===== config.mk =====
export PLATFORM = sky130hd
export DESIGN_NAME = dm_store_buffer
export DESIGN_NICKNAME = d
export VERILOG_FILES = /design/src/rtl/dm_store_buffer.sv
export SDC_FILE = /design/constraint.sdc
export NUM_CORES = 1
export LEC_CHECK = 0
export ABC_AREA = 1
export CAP_MARGIN = 20
export CORE_MARGIN = 8
export CORE_UTILIZATION = 40
export CTS_CLUSTER_SIZE = 20
export DETAILED_ROUTE_END_ITERATION = 8
export GPL_ROUTABILITY_DRIVEN = 0
export SETUP_SLACK_MARGIN = 0.05
export SYNTH_ARGS = -nofsm -noshare
export SYNTH_HDL_FRONTEND = slang
export SYNTH_SLANG_ARGS = --single-unit

===== constraint.sdc =====
create_clock -name clk -period 5.8 [get_ports clk]
set_input_delay 1.16 -clock clk [delete_from_list [all_inputs] [get_ports clk]]
set_output_delay 1.16 -clock clk [all_outputs]
set_load 0.1 [all_outputs]

===== src/rtl/dm_store_buffer.sv =====
// Posted-write store buffer: in-order FIFO of stores drained to data memory,
// with byte-granular forwarding of queued store data into loads.
module dm_store_buffer #(
    parameter int DEPTH = 4,
    parameter int PTR_W = 2
) (
    input  logic             clk,
    input  logic             reset,
    input  logic             st_valid,
    output logic             st_ready,
    input  logic [31:0]      st_addr,
    input  logic [31:0]      st_wdata,
    input  logic [3:0]       st_be,
    input  logic [31:0]      st_pc,
    input  logic [31:0]      ld_addr,
    input  logic [31:0]      dm_rdata,
    output logic [31:0]      ld_data,
    output logic             ld_hit,
    input  logic             dm_ready,
    output logic             dm_we,
    output logic [31:0]      dm_addr,
    output logic [31:0]      dm_wdata,
    output logic [3:0]       dm_be,
    output logic [31:0]      dm_pc,
    output logic             empty,
    output logic [PTR_W:0]   count
);

    logic [29:0]      ent_widx [DEPTH];
    logic [31:0]      ent_data [DEPTH];
    logic [3:0]       ent_be   [DEPTH];
    logic [31:0]      ent_pc   [DEPTH];
    logic [DEPTH-1:0] ent_valid;

    logic [PTR_W-1:0] wr_ptr;
    logic [PTR_W-1:0] rd_ptr;
    logic             full;
    logic             push;
    logic             pop;
    logic [PTR_W-1:0] scan_idx;
    logic [3:0]       lane_hit;
    logic             unused_addr_bits;

    assign unused_addr_bits = ^{st_addr[1:0], ld_addr[1:0]};

    assign full     = (count == (PTR_W+1)'(DEPTH));
    assign empty    = (count == '0);
    assign st_ready = !full;
    assign push     = st_valid && st_ready;
    assign dm_we    = !empty;
    assign pop      = dm_we && dm_ready;

    assign dm_addr  = {ent_widx[rd_ptr], 2'b00};
    assign dm_wdata = ent_data[rd_ptr];
    assign dm_be    = ent_be[rd_ptr];
    assign dm_pc    = ent_pc[rd_ptr];

    // Pointer wrap relies on DEPTH being exactly 2**PTR_W.
    always_ff @(posedge clk or negedge reset) begin
        if (!reset) begin
            wr_ptr    <= '0;
            rd_ptr    <= '0;
            count     <= '0;
            ent_valid <= '0;
        end else begin
            if (push) begin
                wr_ptr            <= wr_ptr + 1'b1;
                ent_valid[wr_ptr] <= 1'b1;
            end
            if (pop) begin
                rd_ptr            <= rd_ptr + 1'b1;
                ent_valid[rd_ptr] <= 1'b0;
            end
            case ({push, pop})
                2'b10:   count <= count + 1'b1;
                2'b01:   count <= count - 1'b1;
                default: count <= count;
            endcase
        end
    end

    // Entry payload is qualified by ent_valid, so it needs no reset.
    always_ff @(posedge clk) begin
        if (push) begin
            ent_widx[wr_ptr] <= st_addr[31:2];
            ent_data[wr_ptr] <= st_wdata;
            ent_be[wr_ptr]   <= st_be;
            ent_pc[wr_ptr]   <= st_pc;
        end
    end

    // Scan oldest to youngest so the youngest matching store owns each lane.
    always_comb begin
        ld_data  = dm_rdata;
        lane_hit = '0;
        scan_idx = '0;
        for (int k = 0; k < DEPTH; k++) begin
            scan_idx = rd_ptr + PTR_W'(k);
            if (ent_valid[scan_idx] && (ent_widx[scan_idx] == ld_addr[31:2])) begin
                for (int i = 0; i < 4; i++) begin
                    if (ent_be[scan_idx][i]) begin
                        ld_data[8*i +: 8] = ent_data[scan_idx][8*i +: 8];
                        lane_hit[i]       = 1'b1;
                    end
                end
            end
        end
        ld_hit = |lane_hit;
    end

endmodule


Word level (Yosys, flattened, before mapping)
Memories as Yosys holds them, arrays and structs flattened.
Cells that the tools add are included.
- logic and storage cells: 101
- bits in registers: 11
- input port bits: 168
- memory bits (writable): 392
- output and inout bits: 139
- memories: 4
- memories (memory ; words ; width ; read ports ; clocked after memory_dff ; write ports ; line ; source):
    ent_data ; 4 ; 32 ; 4 ; 0 ; 1 ; 30 ; logic [31:0] ent_data [DEPTH];
    ent_pc ; 4 ; 32 ; 1 ; 0 ; 1 ; 32 ; logic [31:0] ent_pc [DEPTH];
    ent_widx ; 4 ; 30 ; 4 ; 0 ; 1 ; 29 ; logic [29:0] ent_widx [DEPTH];
    ent_be ; 4 ; 4 ; 4 ; 0 ; 1 ; 31 ; logic [3:0] ent_be [DEPTH];
- reduce and logical (&&, ||, !) cells: 13
- bitwise operators: 3
- magnitude comparators: 7
- muxes and demuxes: 57
- equality and inequality tests: 7
- add/subtract/negate cells: 6
- operators by type and width (cell ; count):
    $mux W32 ; 4
    $mux W8 ; 16
    $eq A30 B30 Y1 ; 4
    $mux W1 ; 24
    $mux W4 ; 6
    $lt A2 B3 Y1 const B ; 5
    $bmux W1 S2 ; 4
    $logic_and A1 B1 Y1 ; 8
    $pmux W3 S2 ; 1
    $add A2 B1 Y2 const B ; 2
    $add A2 B2 Y2 const B ; 2
    $and A4 B4 Y4 ; 1
    $demux W1 S2 ; 2
    $ge A2 B1 Y1 const B ; 2
    $not A4 Y4 ; 1
    $or A4 B4 Y4 ; 1
    $reduce_or A4 Y1 ; 1
    $add A3 B1 Y3 const B ; 1
    $eq A3 B3 Y1 const B ; 1
    $logic_not A3 Y1 ; 1
    $sub A3 B1 Y3 const B ; 1
    $eq A2 B1 Y1 const B ; 1
    $eq A2 B2 Y1 const B ; 1
    $logic_not A1 Y1 ; 2
    $reduce_bool A2 Y1 ; 1

Logic depth before layout (Yosys ltp)
- depth after elaboration: 11
- gate-level depth with buffers: 29
- depth with buffers taken out: 18

Worst setup path after synthesis
No wires, ideal clock.
- path kind: flip-flop to flip-flop
- start: register count[0]
- end: memory ent_be[0][0], enable pin
- slack: -1.315 ns
- buffers on the path: 0
- data required time: 5.243 ns
- library setup time: 0.557 ns
- clock period less this slack: 7.115 ns
- arrival: 6.558 ns
- cell stages (with the launch flop): 5
- cells stage by stage: dfrtp_1 inv_1 nand3_1 nand2_1 nor2_1
- longest elaborated chain between the ends: 5
- RTL lines (what ; line ; source):
    start: declaration ; 26 ; output logic [PTR_W:0] count
    start signal: assignment ; 75 ; 2'b10: count <= count + 1'b1;
    start signal: assignment ; 76 ; 2'b01: count <= count - 1'b1;
    start signal: assignment ; 77 ; default: count <= count;
    $eq A3 B3 Y1 ; 46 ; assign full = (count == (PTR_W+1)'(DEPTH));
    $logic_not A1 Y1 ; 48 ; assign st_ready = !full;
    net st_ready ; 10 ; output logic st_ready,
    $logic_and A1 B1 Y1 ; 49 ; assign push = st_valid && st_ready;
    $mux W1 ; 84 ; if (push) begin
    $mux W1 (implied by the code) ; 87 ; ent_be[wr_ptr] <= st_be;
    end: declaration ; 31 ;
The timed path passes the listed nets, and every way through them passes these cells.

Worst setup path in the final report
- start: register rd_ptr[0]
- end: output port ld_data[24]
- longest elaborated chain between the ends: 10
- elaborated cells on any way between the ends: 30
- those cells by class: add/sub (3); eq/ne (4); mux (16); reduce/logical (4); memory (3)
- RTL lines (what ; line ; source):
    start: declaration ; 36 ; logic [PTR_W-1:0] rd_ptr;
    start signal: assignment ; 71 ; rd_ptr <= rd_ptr + 1'b1;
    parallel branches: the longest is 9 deep, another holds $mem_v2 Z4 W30 ; - ;
    $mux W32 * ; 99 ; if (ent_valid[scan_idx] && (ent_widx[scan_idx] == ld_addr[31:2])) begin
    end: declaration ; 17 ; output logic [31:0] ld_data,
Every way passes the cells marked *. The select of a mux whose other input is x is not followed.

==> results.md <==
| Quantity | Reported |
|---|---|
| Xor-xnor portion of the synthesized cell area | 0.7647% |
| Largest family of logic cells by synthesized area | simple AND/OR/NAND/NOR gates |
| Max transition margin | 33.64% |
| Overflow after GRT | 0 |
| Adder-Cell Fraction of Synth Area | 0.5514% |
| Post-route fraction of the period consumed by the critical path | 94.46% |
| Top-area cell type share of the netlist area | 48.94% |
| Layout net count | 3405 |
| Required time at the endpoint of the critical path | 4.64 ns |
| Final non-filler cell total | 4056 |
| Worst path max stage delay | 0.51 ns |
| Hold buffers post-CTS | 0 |
| Number of buffers created by CTS | 46 |
| Area of the die | 0.06824 mm² |
| Most frequent standard cell in the layout excluding fill and tap cells | sky130_fd_sc_hd__nand2_1 |
| Highest fanout seen on the critical path | 66 |
| Clock skew after layout | 0.01747 ns |
| Critical Path Sink Type | primary output |
| Complex-gate fraction of the synthesized area | 8.224% |
| Summed instance area of the synthesized netlist | 0.02405 mm² |
| Fmax | 182.5 MHz |
| Worst Path Buf+Inv | 5 |
| Count of buffers inserted at the top-level ports | 300 |
| Maxcap violations | 0 |
| Final antenna-violating net count | 0 |
| Pin slew with the least headroom to its limit | 0.9922 ns |
| Share of synthesized area spent on multiplexers | 3.038% |
| Number of warnings reported in the yosys synthesis log | 0 |
| Post-synth cell types | 38 |
| Top delay family on crit path | simple AND/OR/NAND/NOR gates |
| Clk Latency, worst-skew pair | 0.60 ns |
| Type of element launching the critical path | flip-flop |
| Buffer depth of the longest clock path | 3 |
| Routed via count | 22100 |
| Number of remaining DRC errors | 0 |
| Cell count after placement | 3957 |
| Floorplan core area | 0.05991 mm² |
| Final routed wirelength across all metal layers | 80860 µm |
| Antenna violations before repair | 14 |
| Most prevalent standard cell on the critical path | sky130_fd_sc_hd__nand2_1 |
| Die Y | 261.2 µm |
| Count of final setup violators | 0 |
| Die span in x | 261.2 µm |
| Number of clock sinks seen by CTS | 403 |
| Number of vias per cell | 5.448 |
| Total routing resource utilization after global routing | 23.27% |
| Number of global-route vias before repair | 21430 |
| Worst Hold Slack | 0.5350 ns |
| Maximum number of pins on one net before global-route repair | 173 |
| Level count of the clock H-tree | 2 |
| Top library cells by usage in the layout, fill and taps aside | sky130_fd_sc_hd__nand2_1 (1055), sky130_fd_sc_hd__nand3_1 (474), sky130_fd_sc_hd__edfxtp_1 (392) |
| Starting Density | 40.15% |
| Number of ports placed on the die boundary | 307 |
| Average wire per cell in the routed design | 19.93 µm |
| Yosys reg bits | 403 |
| Drt first pass iters | 8 |
| Unrepaired setup endpoints after global routing | no |
| Worst path cell trace | inv_6 -> ha_2 -> inv_8 -> nand3_1 -> nand3_1 -> nand2_1 -> nor2_1 -> nand2_1 -> nor2_1 -> nand2_1 -> nor2_4 -> buf_4 -> nand3_1 -> nand2_1 -> inv_1 -> nand2_1 -> a21oi_2 -> buf_12 |
| Post-Syn Instances | 2995 |
| Per-instance average area after synthesis | 8.031 µm² |
| Cell taking the most area after synthesis | sky130_fd_sc_hd__edfxtp_1 |
| Number of hold violations in the final report | 0 |
| Final design utilization | 49.21% |
| TritonCTS clock tree | done |
| Number of pins with negative max-slew slack in the final report | 0 |
| Clock transition at path regs | 0.06 ns |
| Worst min path class | flip-flop to flip-flop |
| Detail Placement HPWL | 54720 µm |
| DRC violation total after the first TritonRoute iteration | 2036 |
| Status | completed |
| Area grow syn2layout | 22.56% |
| Final total negative setup slack | 0 ns |
| First-pass GRT wire length | 123400 µm |
| Seq/Total Area, Yosys | 50.08% |
| Fill cell count | 5633 |
| Simple-Gate Fraction of Synth Area | 30.72% |
| Cell types with the largest area share after synthesis | sky130_fd_sc_hd__edfxtp_1 (49%), sky130_fd_sc_hd__nand2_1 (16%), sky130_fd_sc_hd__nand3_1 (9.9%), sky130_fd_sc_hd__o21ai_0 (5.5%), sky130_fd_sc_hd__inv_1 (3.0%) |
| Share of cells above drive strength 1 | 9.467% |
| Root buffer cell | sky130_fd_sc_hd__clkbuf_16 |
| Master of the slowest instance on the critical path | sky130_fd_sc_hd__dfrtp_4 |
| Standard-cell rows | 90 |
| Start-to-end type of the worst setup path | flip-flop to primary output |
| Crit path DAT | 4.32 ns |
| Post-route minimum period | 5.479 ns |
stage by stage:
stage               setup WS, ns  cell area, µm²
finish                    0.3214           29480
global route             0.06535           29460
CTS                      0.07606           29400
detailed placement        0.4072           27820
global placement          0.4117           27820
floorplan                 -1.315           24170
kinds of logic (layout without fill, tap and decap cells):
kind of cell	after synthesis	after routing
simple gates	1755	1755
flops	403	403
compound gates	378	378
buf+inv	355	623
mux	72	72
xor+xnor	21	21
fa+ha+maj	10	10
other cells	1	12
worst paths after layout:
path / from / to / slack, ns / cells past startpoint
setup reg to reg: count[0] / ent_widx[2][4] / 3.14 / 6
min in group asynchronous: reset / count[0] / 0.93 / 1
max in group asynchronous: reset / rd_ptr[0] / 4.44 / 1
hold / removal: count[0] / count[0] / 0.54 / 1
setup / recovery: rd_ptr[0] / ld_data[24] / 0.32 / 18
hold reg to reg: count[0] / count[0] / 0.54 / 1
area by class of cell:
cell class	instances	area, µm²	area share, %
multi-input combinational	2238	10570	35.85
timing repair buffer	336	3506	11.89
tap	782	978.4	3.319
antenna	10	25.02	0.08489
sequential	403	12050	40.89
inverter	202	773.2	2.623
clock inverter	28	381.6	1.295
clock buffer	57	1192	4.045
flip-flops by register name, indices dropped and copies added, names as in the netlist:
name and count:
ent_widx 120, count 3, ent_be 16, rd_ptr 2, ent_data 128, ent_pc 128, wr_ptr 2, ent_valid 4
cell usage after synthesis:
cell,number
sky130_fd_sc_hd__buf_2,61
sky130_fd_sc_hd__nand2_1,1055
sky130_fd_sc_hd__nand3_1,474
sky130_fd_sc_hd__buf_6,13
sky130_fd_sc_hd__xor2_1,19
sky130_fd_sc_hd__nand3_2,4
sky130_fd_sc_hd__o21ai_1,34
sky130_fd_sc_hd__ha_1,9
sky130_fd_sc_hd__clkinv_1,1
sky130_fd_sc_hd__and2_0,1
sky130_fd_sc_hd__and2_1,1
sky130_fd_sc_hd__mux2_2,8
sky130_fd_sc_hd__xnor2_1,2
sky130_fd_sc_hd__nand4_1,25
sky130_fd_sc_hd__inv_4,1
sky130_fd_sc_hd__a21oi_2,3
sky130_fd_sc_hd__nor2_1,180
sky130_fd_sc_hd__buf_1,12
sky130_fd_sc_hd__inv_1,190
sky130_fd_sc_hd__nand3b_4,4
sky130_fd_sc_hd__o21ai_2,8
sky130_fd_sc_hd__o21ai_0,263
sky130_fd_sc_hd__a21oi_1,36
sky130_fd_sc_hd__buf_4,21
sky130_fd_sc_hd__inv_2,10
sky130_fd_sc_hd__nand3b_1,2
sky130_fd_sc_hd__mux2i_1,64
sky130_fd_sc_hd__nor2_8,1
sky130_fd_sc_hd__conb_1,1
sky130_fd_sc_hd__dfrtp_1,11
sky130_fd_sc_hd__nor2_2,4
sky130_fd_sc_hd__o21a_1,2
sky130_fd_sc_hd__o22ai_1,32
sky130_fd_sc_hd__nor2_4,2
sky130_fd_sc_hd__fa_1,1
sky130_fd_sc_hd__edfxtp_1,392
sky130_fd_sc_hd__nor3_1,2
sky130_fd_sc_hd__clkbuf_1,46
repair_timing:
action,CTS,global route
endpoints found under the setup margin,33,33
resized for setup,2,5
setup buffers,0,4
pin swaps,0,1
layer usage:
layer / global-route usage, % / wire, µm
met1: 28.59 / 32610
met2: 38.68 / 38010
met3: 6.733 / 7399
met4: 8.557 / 2770
met5: 0 / 62
Power is left out: the tool's default activity adds up to more than one toggle a clock period on the data nets, which glitch-free logic cannot reach.
